===== config.mk =====
export PLATFORM = sky130hd
export DESIGN_NAME = fb_arbiter
export DESIGN_NICKNAME = d
export VERILOG_FILES = /design/src/rtl/fb_arbiter.sv
export SDC_FILE = /design/constraint.sdc
export NUM_CORES = 1
export LEC_CHECK = 0
export ABC_AREA = 1
export BUFFER_PORTS_ARGS = -buffer_cell sky130_fd_sc_hd__buf_2
export CORE_ASPECT_RATIO = 1.4
export CORE_MARGIN = 5
export CORE_UTILIZATION = 46
export CTS_CLUSTER_DIAMETER = 120
export DETAILED_ROUTE_END_ITERATION = 10
export GPL_TIMING_DRIVEN = 0
export PLACE_DENSITY = 0.91
export SYNTH_ARGS = -nofsm -noshare
export SYNTH_HDL_FRONTEND = slang
export SYNTH_SLANG_ARGS = --single-unit

===== constraint.sdc =====
create_clock -name clk -period 1.4 [get_ports clk]
set_input_delay 0.21 -clock clk [delete_from_list [all_inputs] [get_ports clk]]
set_output_delay 0.21 -clock clk [all_outputs]
set_load 0.02 [all_outputs]

===== src/rtl/fb_arbiter.sv =====
// fb_arbiter: single-port VRAM arbiter for video fetch and CPU accesses, video priority
// with a bounded CPU starvation window. Define FB_ARB_POSTED_WR_EN for a one-entry posted CPU write buffer.
module fb_arbiter #(
  parameter int READ_LATENCY    = 1,
  parameter int MAX_VIDEO_BURST = 4
) (
  input  logic        clk,
  input  logic        reset_n,
  input  logic        cpu_m_access,
  input  logic [15:0] cpu_m_addr,
  input  logic        cpu_m_wr_en,
  input  logic [1:0]  cpu_m_bytesel,
  input  logic [15:0] cpu_m_data_in,
  output logic [15:0] cpu_m_data_out,
  output logic        cpu_m_ack,
  input  logic        fb_access,
  input  logic [15:0] fb_address,
  output logic [15:0] fb_data,
  output logic        fb_ack,
  output logic        vram_req,
  output logic        vram_we,
  output logic [15:0] vram_addr,
  output logic [1:0]  vram_be,
  output logic [15:0] vram_wdata,
  input  logic [15:0] vram_rdata
);

  typedef enum logic [1:0] {TAG_NONE, TAG_CPU, TAG_VID} tag_t;

  localparam logic [3:0] BURST_MAX = 4'(MAX_VIDEO_BURST);

  logic        r_cpu_busy;
  logic        r_vid_busy;
  logic [3:0]  r_vid_streak;
  tag_t        r_rd_tag;
  tag_t        r_tag [READ_LATENCY];
  logic        r_vram_req;
  logic        r_vram_we;
  logic [15:0] r_vram_addr;
  logic [1:0]  r_vram_be;
  logic [15:0] r_vram_wdata;
  logic        r_cpu_ack;
  logic [15:0] r_cpu_rdata;
  logic        r_fb_ack;
  logic [15:0] r_fb_rdata;

  logic        w_vid_elig;
  logic        w_cpu_elig;
  logic        w_grant_vid;
  logic        w_grant_cpu;
  logic        w_cpu_set_busy;
  logic        w_cpu_ack_nxt;
  logic        w_cpu_we;
  logic [15:0] w_cpu_addr;
  logic [1:0]  w_cpu_be;
  logic [15:0] w_cpu_wdata;
  logic [3:0]  w_streak_nxt;
  tag_t        w_tag_end;

  assign w_vid_elig = fb_access & ~r_vid_busy;
  assign w_tag_end  = r_tag[READ_LATENCY-1];

`ifdef FB_ARB_POSTED_WR_EN
  logic        r_wb_valid;
  logic [15:0] r_wb_addr;
  logic [15:0] r_wb_data;
  logic [1:0]  r_wb_be;
  logic        w_wb_accept;

  // A full buffer stands in for the CPU, so any new CPU access waits until it drains.
  assign w_wb_accept    = cpu_m_access & cpu_m_wr_en & ~r_cpu_busy & ~r_wb_valid;
  assign w_cpu_elig     = r_wb_valid | (cpu_m_access & ~cpu_m_wr_en & ~r_cpu_busy);
  assign w_cpu_we       = r_wb_valid;
  assign w_cpu_addr     = r_wb_valid ? r_wb_addr : cpu_m_addr;
  assign w_cpu_be       = r_wb_valid ? r_wb_be : cpu_m_bytesel;
  assign w_cpu_wdata    = r_wb_data;
  assign w_cpu_set_busy = w_wb_accept | (w_grant_cpu & ~r_wb_valid);
  assign w_cpu_ack_nxt  = w_wb_accept | (w_tag_end == TAG_CPU);

  always_ff @(posedge clk or negedge reset_n) begin
    if (!reset_n) begin
      r_wb_valid <= 1'b0;
      r_wb_addr  <= '0;
      r_wb_data  <= '0;
      r_wb_be    <= '0;
    end else if (w_wb_accept) begin
      r_wb_valid <= 1'b1;
      r_wb_addr  <= cpu_m_addr;
      r_wb_data  <= cpu_m_data_in;
      r_wb_be    <= cpu_m_bytesel;
    end else if (w_grant_cpu) begin
      r_wb_valid <= 1'b0;
    end
  end
`else
  assign w_cpu_elig     = cpu_m_access & ~r_cpu_busy;
  assign w_cpu_we       = cpu_m_wr_en;
  assign w_cpu_addr     = cpu_m_addr;
  assign w_cpu_be       = cpu_m_bytesel;
  assign w_cpu_wdata    = cpu_m_data_in;
  assign w_cpu_set_busy = w_grant_cpu;
  // Video never writes, so a write strobe on the port is always the CPU's.
  assign w_cpu_ack_nxt  = (r_vram_req & r_vram_we) | (w_tag_end == TAG_CPU);
`endif

  always_comb begin
    // NOTE: every signal gets a default before any branch, otherwise a latch is inferred.
    w_grant_vid  = 1'b0;
    w_grant_cpu  = 1'b0;
    w_streak_nxt = r_vid_streak;
    if (w_vid_elig && (!w_cpu_elig || (r_vid_streak < BURST_MAX))) begin
      w_grant_vid = 1'b1;
    end else if (w_cpu_elig) begin
      w_grant_cpu = 1'b1;
    end
    if (w_grant_cpu || !w_cpu_elig) begin
      w_streak_nxt = '0;
    end else if (w_grant_vid) begin
      w_streak_nxt = r_vid_streak + 4'd1;
    end
  end

  always_ff @(posedge clk or negedge reset_n) begin
    if (!reset_n) begin
      r_cpu_busy   <= 1'b0;
      r_vid_busy   <= 1'b0;
      r_vid_streak <= '0;
      r_rd_tag     <= TAG_NONE;
      // NOTE: the tag pipe is reset explicitly so reads in flight at reset are never acked.
      for (int i = 0; i < READ_LATENCY; i++) r_tag[i] <= TAG_NONE;
      r_vram_req   <= 1'b0;
      r_vram_we    <= 1'b0;
      r_vram_addr  <= '0;
      r_vram_be    <= '0;
      r_vram_wdata <= '0;
      r_cpu_ack    <= 1'b0;
      r_cpu_rdata  <= '0;
      r_fb_ack     <= 1'b0;
      r_fb_rdata   <= '0;
    end else begin
      // NOTE: state updates are non-blocking so every register samples pre-edge values.
      r_vram_req <= w_grant_vid | w_grant_cpu;
      if (w_grant_vid) begin
        r_vram_we    <= 1'b0;
        r_vram_addr  <= fb_address;
        r_vram_be    <= 2'b11;
        r_vram_wdata <= '0;
        r_rd_tag     <= TAG_VID;
      end else if (w_grant_cpu) begin
        r_vram_we    <= w_cpu_we;
        r_vram_addr  <= w_cpu_addr;
        r_vram_be    <= w_cpu_be;
        r_vram_wdata <= w_cpu_wdata;
        r_rd_tag     <= w_cpu_we ? TAG_NONE : TAG_CPU;
      end else begin
        r_vram_we    <= 1'b0;
        r_vram_addr  <= '0;
        r_vram_be    <= '0;
        r_vram_wdata <= '0;
        r_rd_tag     <= TAG_NONE;
      end

      r_tag[0] <= r_rd_tag;
      for (int i = 1; i < READ_LATENCY; i++) r_tag[i] <= r_tag[i-1];

      r_cpu_ack <= w_cpu_ack_nxt;
      r_fb_ack  <= (w_tag_end == TAG_VID);
      if (w_tag_end == TAG_CPU) r_cpu_rdata <= vram_rdata;
      if (w_tag_end == TAG_VID) r_fb_rdata  <= vram_rdata;

      if (w_cpu_set_busy) r_cpu_busy <= 1'b1;
      else if (r_cpu_ack) r_cpu_busy <= 1'b0;
      if (w_grant_vid)    r_vid_busy <= 1'b1;
      else if (r_fb_ack)  r_vid_busy <= 1'b0;

      r_vid_streak <= w_streak_nxt;
    end
  end

  assign vram_req       = r_vram_req;
  assign vram_we        = r_vram_we;
  assign vram_addr      = r_vram_addr;
  assign vram_be        = r_vram_be;
  assign vram_wdata     = r_vram_wdata;
  assign cpu_m_ack      = r_cpu_ack;
  assign cpu_m_data_out = r_cpu_rdata;
  assign fb_ack         = r_fb_ack;
  assign fb_data        = r_fb_rdata;

endmodule

==> metrics.md, run 1 <==
| Metric | Value |
|---|---|
| Vias per inst | 4.73 |
| TritonRoute pass-1 iters | 4 |
| Clock latency on the worst-skew pair | between 0.3 and 0.4 ns |
| Post-synthesis cell count | 289 |
| Routability cong. | just under 0.8 |
| Post-synthesis async set-or-reset flop share | 100% |
| Yosys reg bits | 80 |
| Total chip power | around 6.2 mW |
| Via count of the routed design | between 2000 and 2500 |
| Clock-pin slew on the worst setup and hold paths | approximately 0.08 ns |
| Placed Cells | roughly 500 |
| Crit path launch type | flip-flop |
| Starting Density | 47.2% |
| Crit share post-route | 94.4% |
| WL/cell | 14.0 um |
| Layout Cells excl Fill | 520 |
| Switch Pwr | between 1.5 and 2 mW |
| Fin. Hold Viols | 0 |
| Hold/Removal Path Class | in -> reg |
| Worst Hold Depth | 3 |
| Final Cell Area | 4010 um^2 |
| Die area | ~8100 um^2 |
| Vias in the first global route | 2397 |
| Lkg Pwr | 2.40 nW |
| Placeable Area | 6250 um^2 |
| Share of layout cells above drive strength 1 | 38.6% |
| Maxcap violations | 0 |
| Logic pwr share | 24.2% |
| Max FO, Critical Path | 10 |
| Largest net degree at the start of global routing | 63 |
| GRT Total Usage | 18.2% |
| Htree depth | 3 |
| WL final | 7290 um |
| Sequential share of the synthesized area | 67.9% |
| ANT nets after route | 0 |
| Cell area power density | 1540 nW/um^2 |
| Outcome | finished, final reports clean |
| Initial drt markers | 105 |
| Most frequent cell after synthesis | dfrtp_1 |
| Post-synth top cells | 80 x dfrtp_1, 75 x nand2_1, 40 x inv_1 |
| RSZ-0062 raised after global routing | false |
| Sw Share | 31.9% |
| RR Startpoint | r_tag[0]$_DFF_PN0_ |
| Clk pwr share | 29.9% |
| CTS tree | done |
| Gr ovfl total | 0 |
| CTS Buf Count | 9 |
| Internal power | approximately 4.2 mW |
| Fin util | approximately 64% |
| Setup violations, final | 0 |
| DPL Wire Length | 5560 um |
| IO Port Bufs | between 100 and 150 |
| Worst R2R End | cpu_m_data_out[7]$_DFFE_PN0P_ |
| Mapped Area | 2950 um^2 |
| Chip Height | 105 um |
| R2R depth | 3 |
| Pre-CTS setup slack | 0.144 ns |
| Crit path time final | 1.32 ns |
| Post-CTS Hold Buffers | 2 |
| CTS sink count | 80 |
| Synth Flop Type | dfrtp_1 |
| Worst setup EP type | flip-flop |
| Setup Buffers After CTS | 0 |
| Fmax | 757 MHz |
| Syn avg cell area | 10.2 um^2 |
| Netlist cell types | 21 |
| Worst-case clock buffer depth | 2 |
| Layout Nets | 515 |
| Post-route DRC | 0 |
| Setup Skew | 0.00745 ns |
| Worst min-delay path startpoint | cpu_m_addr[9] |
| Worst Hold End | vram_addr[9]$_DFF_PN0_ |
| Synth area leaders | dfrtp_1 68%, nand2_1 9.5%, inv_1 5.1% |
| Die W | slightly below 80 um |
| Post-synth EDFFs | 0 |
| Initial antenna violation count | 0 |
| Yosys warning count | 0 |
| Final worst setup slack | 0.0788 ns |
| CTS root buf | clkbuf_8 |
| Site Rows | 34 |
| Yosys top cell by area | dfrtp_1 |
| Max Slew Vio Count | 0 |
| Worst Path Required | 1.60 ns |
| Sequential group share of total power | 45.9% |
| Setup CP Type | reg -> reg |
| Reg2Reg Setup Slack | 0.08 ns |
| Post-synthesis net count | 361 |
| Placed Area | between 3000 and 4000 um^2 |
| Layout Area Growth over Synthesis | 36.0% |
| Yosys top cell area share | 67.9% |
| Ant diodes | 0 |
| CP arrival | roughly 1.5 ns |
| CTS-repair resized insts | 0 |
| IO Pins | 141 |
| VDD IR max | 0.603 mV |
| Global-route wire length before repair | between 10000 and 15000 um |
-- layer usage --
layer  vias to the layer above  share of wire (%)  GRT usage (%)
li1                       1184                  -              -
met3                        13                9.9           6.54
met4                         0                2.0           7.37
met5                         -                  0              0
met2                       117                 51           30.1
met1                      1145                 37           21.2
-- area by class of cell --
class	instances	area, um^2
Fill cell	486	2240
Inverter	42	158
Clock inverter	6	92.6
Sequential cell	80	2000
Clock buffer	10	128
Multi-Input combinational cell	156	711
Timing Repair Buffer	143	751
Tap cell	72	90.1
Buffer	11	80.1
-- logic make-up after synthesis --
kind of cell	after synthesis	share of synthesized area, %
AO/OA/AOI/OAI	36	6.87
AND/OR/NAND/NOR	117	16.4
buffers and inverters	53	8.06
adder cells (fa/ha/maj)	1	0.424
other	1	0.127
flip-flops	80	67.9
XOR/XNOR	1	0.297
-- worst max path at each step --
| stage | from | to | slack (ns) | cells after the start |
|---|---|---|---|---|
| floorplan | r_vid_streak[2]$_DFFE_PN0P_ | vram_wdata[10]$_DFF_PN0_ | 0.27 | 5 |
| global placement | reset_n | vram_addr[7]$_DFF_PN0_ | -0.34 | 1 |
| detailed placement | r_tag[0]$_DFF_PN0_ | cpu_m_data_out[7]$_DFFE_PN0P_ | 0.14 | 3 |
| CTS | r_tag[0]$_DFF_PN0_ | cpu_m_data_out[7]$_DFFE_PN0P_ | 0.10 | 3 |
| global route | r_cpu_busy$_DFFE_PN0P_ | vram_addr[7]$_DFF_PN0_ | 0.006 | 7 |
| finish | r_tag[0]$_DFF_PN0_ | cpu_m_data_out[7]$_DFFE_PN0P_ | 0.08 | 3 |
-- sequential cells by signal, indices dropped and copies added (netlist names) --
| register | cells |
|---|---|
| vram_wdata | 16 |
| cpu_m_ack | 1 |
| fb_data | 16 |
| r_rd_tag | 2 |
| vram_addr | 16 |
| fb_ack | 1 |
| cpu_m_data_out | 16 |
| r_vid_busy | 1 |
| vram_be | 2 |
| r_vid_streak | 4 |
| r_tag | 2 |
| vram_we | 1 |
| r_cpu_busy | 1 |
| vram_req | 1 |
-- cell usage in the layout, fill, tap and decap left out, drive strengths merged --
| master | instances |
|---|---|
| clkbuf | 12 |
| ha | 1 |
| inv | 43 |
| dfrtp | 80 |
| nor2 | 23 |
| a21oi | 1 |
| clkinv | 1 |
| buf | 150 |
| nand2 | 76 |
| bufinv | 2 |
| or2 | 1 |
| dlygate4sd3 | 2 |
| conb | 1 |
| clkinvlp | 2 |
| o21ai | 35 |
| nand3 | 17 |
| xnor2 | 1 |
-- stage by stage --
step | setup TNS, ns | hold WS (ns)
after floorplan | 0 | -0.0856
after global placement | -26.56 | 0.333
after detailed placement | 0 | 0.110
after CTS | 0 | 0.0347
after global routing | 0 | 0.0446
final | 0 | 0.0572
-- critical path, cell delays in order, from the launching register on --
cell and delay [ns]:
dfrtp_1 0.39, nand2_1 0.19, clkbuf_1 0.41, o21ai_0 0.19
-- power groups by stage --
stage                     Clock [mW]  Sequential (mW)  Combinational, mW
final                           1.84             2.83               1.49
after global routing            2.01             2.87               1.62
after CTS                       1.89             2.83               1.51
after detailed placement           0             2.87               1.49
after global placement             0             2.85               1.45
after floorplan                    0             3.27              0.462
Note: power is estimated with default switching activity, not from simulation.
==> run 2: changes to the inputs <==
PLACE_DENSITY = unset   (was 0.91)
PLACE_DENSITY_LB_ADDON = 0.05   (was unset)
==> metrics.md, run 2 (same netlist as run 1, synthesis figures left out) <==
| Metric | Value |
|---|---|
| CTS-repair resized insts | 0 (unchanged) |
| Ant diodes | 0 (unchanged) |
| Global-route wire length before repair | 11500 um (-0.36%) |
| Gr ovfl total | 0 (unchanged) |
| Total chip power | 6.07 mW (-1.5%) |
| Layout Cells excl Fill | 519 (-0.19%) |
| Cell area power density | 1520 nW/um^2 (-1.0%) |
| ANT nets after route | 0 (unchanged) |
| Crit share post-route | 90.3% (-4.0 points) |
| GRT Total Usage | 17.8% (-0.36 points) |
| Worst min-delay path startpoint | cpu_m_wr_en |
| CTS Buf Count | 9 (unchanged) |
| Crit path launch type | flip-flop |
| Max FO, Critical Path | 10 (unchanged) |
| CTS tree | done |
| Vias in the first global route | 2510 (+4.7%) |
| Die W | 77.7 um (unchanged) |
| Fmax | 791 MHz (+4.5%) |
| Chip Height | 105 um (unchanged) |
| Critical path launch point | r_vid_streak[3]$_DFFE_PN0P_ |
| Clock latency on the worst-skew pair | 0.34 ns (about the same) |
| Setup Skew | 0.0117 ns (+0.00430 ns) |
| Hold/Removal Path Class | in -> reg |
| Share of layout cells above drive strength 1 | 38.5% (-0.14 points) |
| Worst-case clock buffer depth | 2 (unchanged) |
| Die area | 8140 um^2 (unchanged) |
| WL final | 6820 um (-6.5%) |
| Commonest non-fill, non-tap cells in the layout | 143 x buf_2, 80 x dfrtp_1, 75 x nand2_1 |
| Htree depth | 3 (unchanged) |
| Setup CP Type | reg -> reg |
| CP arrival | 1.49 ns (-0.03 ns) |
| Via count of the routed design | 2360 (-4.0%) |
| Hold Slack | 0.0307 ns (-0.0265 ns) |
| Outcome | finished, final reports clean |
| Routability cong. | 0.748 (-5.2%) |
| Placed Area | 3770 um^2 (unchanged) |
| IO Pins | 141 (unchanged) |
| Maxcap violations | 0 (unchanged) |
| Site Rows | 34 (unchanged) |
| Initial antenna violation count | 0 (unchanged) |
| Lkg Pwr | 2.40 nW (-0.16%) |
| Layout Area Growth over Synthesis | 35.4% |
| Max Slew Vio Count | 0 (unchanged) |
| CTS root buf | clkbuf_8 |
| Commonest non-fill, non-tap cell in the layout | buf_2 |
| Largest net degree at the start of global routing | 47 (-25%) |
| WL/cell | 13.1 um (-6.3%) |
| Placed Cells | 502 (unchanged) |
| Fin. Hold Viols | 0 (unchanged) |
| Layout Nets | 514 (-0.19%) |
| CTS sink count | 80 (unchanged) |
| DPL Wire Length | 5270 um (-5.2%) |
| Post-route DRC | 0 (unchanged) |
| Vias per inst | 4.55 (-3.8%) |
| Setup violations, final | 0 (unchanged) |
| Final Cell Area | 3990 um^2 (-0.44%) |
| Starting Density | 47.2% (unchanged) |
| Worst Path Required | 1.63 ns (+0.03 ns) |
| VDD IR max | 0.818 mV (+36%) |
| IO Port Bufs | 140 (unchanged) |
| Initial drt markers | 83 (-21%) |
| RR Startpoint | r_vid_streak[3]$_DFFE_PN0P_ |
| Worst setup EP type | flip-flop |
| Clock-pin slew on the worst setup and hold paths | 0.08 ns (about the same) |
| Crit path time final | 1.26 ns (-0.0563 ns) |
| Placeable Area | 6250 um^2 (unchanged) |
| RSZ-0062 raised after global routing | false |
| TritonRoute pass-1 iters | 4 (unchanged) |
-- run 2: cell count changes in the layout (fill, tap and decap cells not counted), sizes merged --
cell	previous run	this run
clkinvlp	2	1
clkbuf	12	13
inv	43	42
clkinv	1	2
dlygate4sd3	2	1
-- run 2: through the flow --
| step | setup TNS (ns) | setup WS (ns) | util, % |
|---|---|---|---|
| after detailed placement | 0 | 0.116 | 60.3 |
| after global routing | 0 | 0.0395 | 63.9 |
| after floorplan | 0 | 0.273 | - |
| after global placement | -34.40 | -0.435 | 59.8 |
| after CTS | 0 | 0.107 | 63.9 |
| final | 0 | 0.135 | 63.9 |
-- run 2: critical path: stages, from the launching register on --
cell     delay (ns)
dfrtp_1        0.40
nor2_4         0.17
inv_2          0.08
o21ai_4        0.26
buf_6          0.19
nor2_1         0.05
-- run 2: final timing paths --
| path | end | cells past startpoint | slack (ns) |
|---|---|---|---|
| max in group asynchronous | vram_wdata[5]$_DFF_PN0_ | 3 | 0.46 |
| hold reg to reg | r_tag[0]$_DFF_PN0_ | 0 | 0.35 |
| min in group asynchronous | cpu_m_data_out[2]$_DFFE_PN0P_ | 2 | 0.36 |
| setup reg to reg | vram_wdata[9]$_DFF_PN0_ | 5 | 0.14 |
| setup / recovery | vram_wdata[9]$_DFF_PN0_ | 5 | 0.14 |
| hold / removal | r_rd_tag[0]$_DFF_PN0_ | 2 | 0.03 |
-- run 2: final cells by class --
class | instances | area, um^2
fillers | 553 | 2260
flip-flops and latches | 80 | 2000
repair buffers | 142 | 741
multi-input cells | 156 | 711
inverters | 42 | 158
clock buffers | 11 | 131
well taps | 72 | 90.1
clock inverters | 5 | 81.3
plain buffers | 11 | 80.1
-- run 2: power by group --
| group | total, mW | internal, mW | switching, mW |
|---|---|---|---|
| sequential | 2.82 | 2.66 | 0.164 |
| clock | 1.80 | 1.01 | 0.790 |
| combinational | 1.45 | 0.519 | 0.932 |
| total | 6.07 | 4.18 | 1.89 |
-- run 2: timing repair --
| action | 4_1_cts | 5_1_grt |
|---|---|---|
| hold endpoints to repair | 34 | 0 |
| buffers inserted | 0 | 0 |
| hold buffers | 1 | 0 |
| endpoints found under the setup margin | 0 | 0 |
-- run 2: routing by layer --
layer / GRT usage [%] / routed length (um)
met3: 5.08 / 648
met4: 8.48 / 135
met1: 19.7 / 2430
met5: 0 / 0
met2: 31.0 / 3610
==> run 3: changes to the inputs <==
ABC_AREA = 0   (was 1)
CORE_UTILIZATION = 45   (was 46)
==> metrics.md, run 3 <==
| Metric | Value |
|---|---|
| DPL Wire Length | 4490 um (-15%) |
| Worst R2R End | vram_addr[5]$_DFF_PN0_ |
| Placed Cells | 391 (-22%) |
| Total negative setup slack | 0 ns (unchanged) |
| Fmax | 756 MHz (-4.4%) |
| Commonest non-fill, non-tap cells in the layout | 140 x buf_2, 80 x dfrtp_1, 32 x mux2_2 |
| Ant diodes | 0 (unchanged) |
| Top Usage Layer GRT | met2 |
| R2R depth | 4 (-1) |
| Worst-case clock buffer depth | 2 (unchanged) |
| Via count of the routed design | 1906 (-19%) |
| Cell area power density | 2060 nW/um^2 (+36%) |
| Post-synthesis net count | 250 (-31%) |
| ANT nets after route | 0 (unchanged) |
| Site Rows | 34 (unchanged) |
| CTS sink count | 80 (unchanged) |
| Syn avg cell area | 16.0 um^2 (+57%) |
| Netlist cell types | 25 (+19%) |
| Worst setup EP type | flip-flop |
| Global-route wire length before repair | 9760 um (-15%) |
| Fin. Hold Viols | 0 (unchanged) |
| Mux share of post-synthesis cell area | 12.6% (+13 points) |
| Most frequent cell after synthesis | dfrtp_1 |
| Placed Area | 3680 um^2 (-2.5%) |
| Chip Height | 104 um (-0.49%) |
| Hold/Removal Path Class | in -> reg |
| Crit path launch type | flip-flop |
| Layout Area Growth over Synthesis | 36.8% |
| Final Cell Area | 3910 um^2 (-2.2%) |
| Post-synthesis xor/xnor area fraction | 0% (-0.30 points) |
| Initial antenna violation count | 0 (unchanged) |
| Worst Path Required | 1.63 ns (about the same) |
| Reg2Reg Setup Slack | 0.08 ns (-0.06 ns) |
| Vias per inst | 4.69 (+3.2%) |
| Post-Synth Adder-Cell Area | 0.438% (+0.014 points) |
| IO Port Bufs | 140 (unchanged) |
| Max Slew Vio Count | 0 (unchanged) |
| Share of layout cells above drive strength 1 | 60.8% (+22 points) |
| Post-synthesis async set-or-reset flop share | 100% (unchanged) |
| Clock-pin slew on the worst setup and hold paths | 0.07 ns (about the same) |
| CTS tree | done |
| Post-synth top cells | 80 x dfrtp_1, 32 x mux2_2, 17 x and2_1 |
| Maxcap violations | 0 (unchanged) |
| CP endpoint | vram_addr[5]$_DFF_PN0_ |
| Largest net degree at the start of global routing | 53 (+13%) |
| Crit path time final | 1.32 ns (+0.0578 ns) |
| Mapped Area | 2860 um^2 (-3.2%) |
| Vias in the first global route | 2071 (-17%) |
| Yosys top cell by area | dfrtp_1 |
| RR Startpoint | r_vid_streak[3]$_DFFE_PN0P_ |
| Fin util | 62.9% (-0.99 points) |
| CTS Buf Count | 9 (unchanged) |
| Routability cong. | 0.722 (-3.6%) |
| Setup CP Type | reg -> reg |
| Post-synth EDFFs | 0 (unchanged) |
| Post-route DRC | 0 (unchanged) |
| Setup violations, final | 0 (unchanged) |
| Main combinational cell family by area after synthesis | multiplexers |
| Met3 Usage GRT | 6.76% (+1.7 points) |
| Outcome | finished, final reports clean |
| Synth area leaders | dfrtp_1 70%, mux2_2 13%, a22o_1 4.0% |
| CP arrival | 1.55 ns (+0.06 ns) |
| Setup Skew | 0.00712 ns (-0.00462 ns) |
| Sequential share of the synthesized area | 70.1% (+2.3 points) |
| Placeable Area | 6210 um^2 (-0.68%) |
| Starting Density | 46.0% (-1.2 points) |
| Routing usage on met1 | 17.0% (-2.7 points) |
| Commonest non-fill, non-tap cell in the layout | buf_2 |
| Lkg Pwr | 2.12 nW (-12%) |
| Critical path launch point | r_vid_streak[3]$_DFFE_PN0P_ |
| Simple logic cell fraction of the synthesized area | 7.58% (-8.8 points) |
| Htree depth | 3 (unchanged) |
| Crit share post-route | 94.5% (+4.1 points) |
| WL/cell | 14.6 um (+11%) |
| GRT Total Usage | 15.3% (-2.5 points) |
| CTS root buf | clkbuf_8 |
| WL final | 5920 um (-13%) |
| VDD IR max | 0.904 mV (+11%) |
| IO Pins | 141 (unchanged) |
| Post-synthesis cell count | 178 (-38%) |
| Die W | 77.3 um (-0.47%) |
| Yosys warning count | 0 (unchanged) |
| RSZ-0062 raised after global routing | false |
| Max FO, Critical Path | 10 (unchanged) |
| Initial drt markers | 37 (-55%) |
| Synth Flop Type | dfrtp_1 |
| Yosys reg bits | 80 (unchanged) |
| Layout Nets | 402 (-22%) |
| Yosys top cell area share | 70.1% (+2.3 points) |
| Layout Cells excl Fill | 406 (-22%) |
| Synth Area in Compound Gates | 6.35% (-0.52 points) |
| Die area | 8060 um^2 (-0.95%) |
| Gr ovfl total | 0 (unchanged) |
| GR Util met2 | 25.2% (-5.8 points) |
| TritonRoute pass-1 iters | 4 (unchanged) |
| Clock latency on the worst-skew pair | 0.34 ns (about the same) |
## run 3: cell types whose count changed after synthesis, moves of 3 or more
cell      delta
nand2_1     -72
inv_1       -38
mux2_2      +32
nor2_1      -20
o21ai_0     -18
and2_1      +17
nand3_1     -17
o21ai_1     -16
a22o_1      +13
a21o_1       +3
a22o_2       +3
nand2b_1     +3
## run 3: cell families (layout without fill, tap and decap cells)
logic type / after synthesis / in the layout
AOI/OAI and AO/OA: 21 / 21
adders and majority gates: 1 / 1
buffers and inverters: 11 / 167
DFF: 80 / 80
muxes: 32 / 32
other: 1 / 1
and+or+nand+nor: 32 / 32
## run 3: metal layers
metal | up-vias | wire [um] | share of wire, %
met5 | - | 0 | 0
li1 | 915 | - | -
met4 | 0 | 115 | 1.9
met3 | 9 | 676 | 11
met1 | 896 | 2120 | 36
met2 | 86 | 3010 | 51
## run 3: area by class of cell
| cell class | count | area [um^2] |
|---|---|---|
| timing repair buffer | 143 | 748 |
| multi-input combinational | 87 | 776 |
| fill | 509 | 2310 |
| clock buffer | 12 | 155 |
| clock inverter | 3 | 65.1 |
| inverter | 2 | 7.51 |
| buffer | 7 | 61.3 |
| sequential | 80 | 2000 |
| tap | 72 | 90.1 |
## run 3: where the power goes
part,switching (mW),total [mW],internal (mW),leakage [nW]
clock,0.766,1.86,1.09,0.112
sequential,0.299,3.35,3.05,1.01
combinational,1.64,2.86,1.22,0.997
total,2.70,8.06,5.36,2.12
## run 3: worst min-delay path by stage
stage,start,to,slack [ns],cells after the start
floorplan,reset_n,cpu_m_ack$_DFF_PN0_,-0.09,0
global placement,r_rd_tag[1]$_DFF_PN0_,r_tag[1]$_DFF_PN0_,0.33,0
detailed placement,reset_n,cpu_m_data_out[9]$_DFFE_PN0P_,0.16,1
CTS,cpu_m_wr_en,r_rd_tag[0]$_DFF_PN0_,0.02,2
global route,cpu_m_wr_en,r_rd_tag[0]$_DFF_PN0_,0.04,2
finish,cpu_m_wr_en,r_rd_tag[0]$_DFF_PN0_,0.04,2
## run 3: what timing repair did
| action | 4_1_cts | 5_1_grt |
|---|---|---|
| pin swaps | 1 | 1 |
| endpoints found under the hold margin | 28 | 0 |
| resized for setup | 1 | 1 |
| hold buffers | 1 | 0 |
| endpoints found under the setup margin | 20 | 19 |
| buffers inserted | 1 | 0 |
## run 3: worst max-delay path, cell delays in order (launching register included)
cell and delay, ns:
dfrtp_1 0.41, nor4b_4 0.37, nor2_4 0.10, buf_6 0.16, a22o_1 0.18
## run 3: stage by stage
step                power [mW]  hold slack (ns)  setup slack, ns
global placement          6.24            0.333           -0.426
CTS                       8.20           0.0182           0.0220
finish                    8.06           0.0399           0.0774
floorplan                 5.24          -0.0856            0.134
detailed placement        6.32            0.158          -0.0332
global route              8.49           0.0372           0.0167
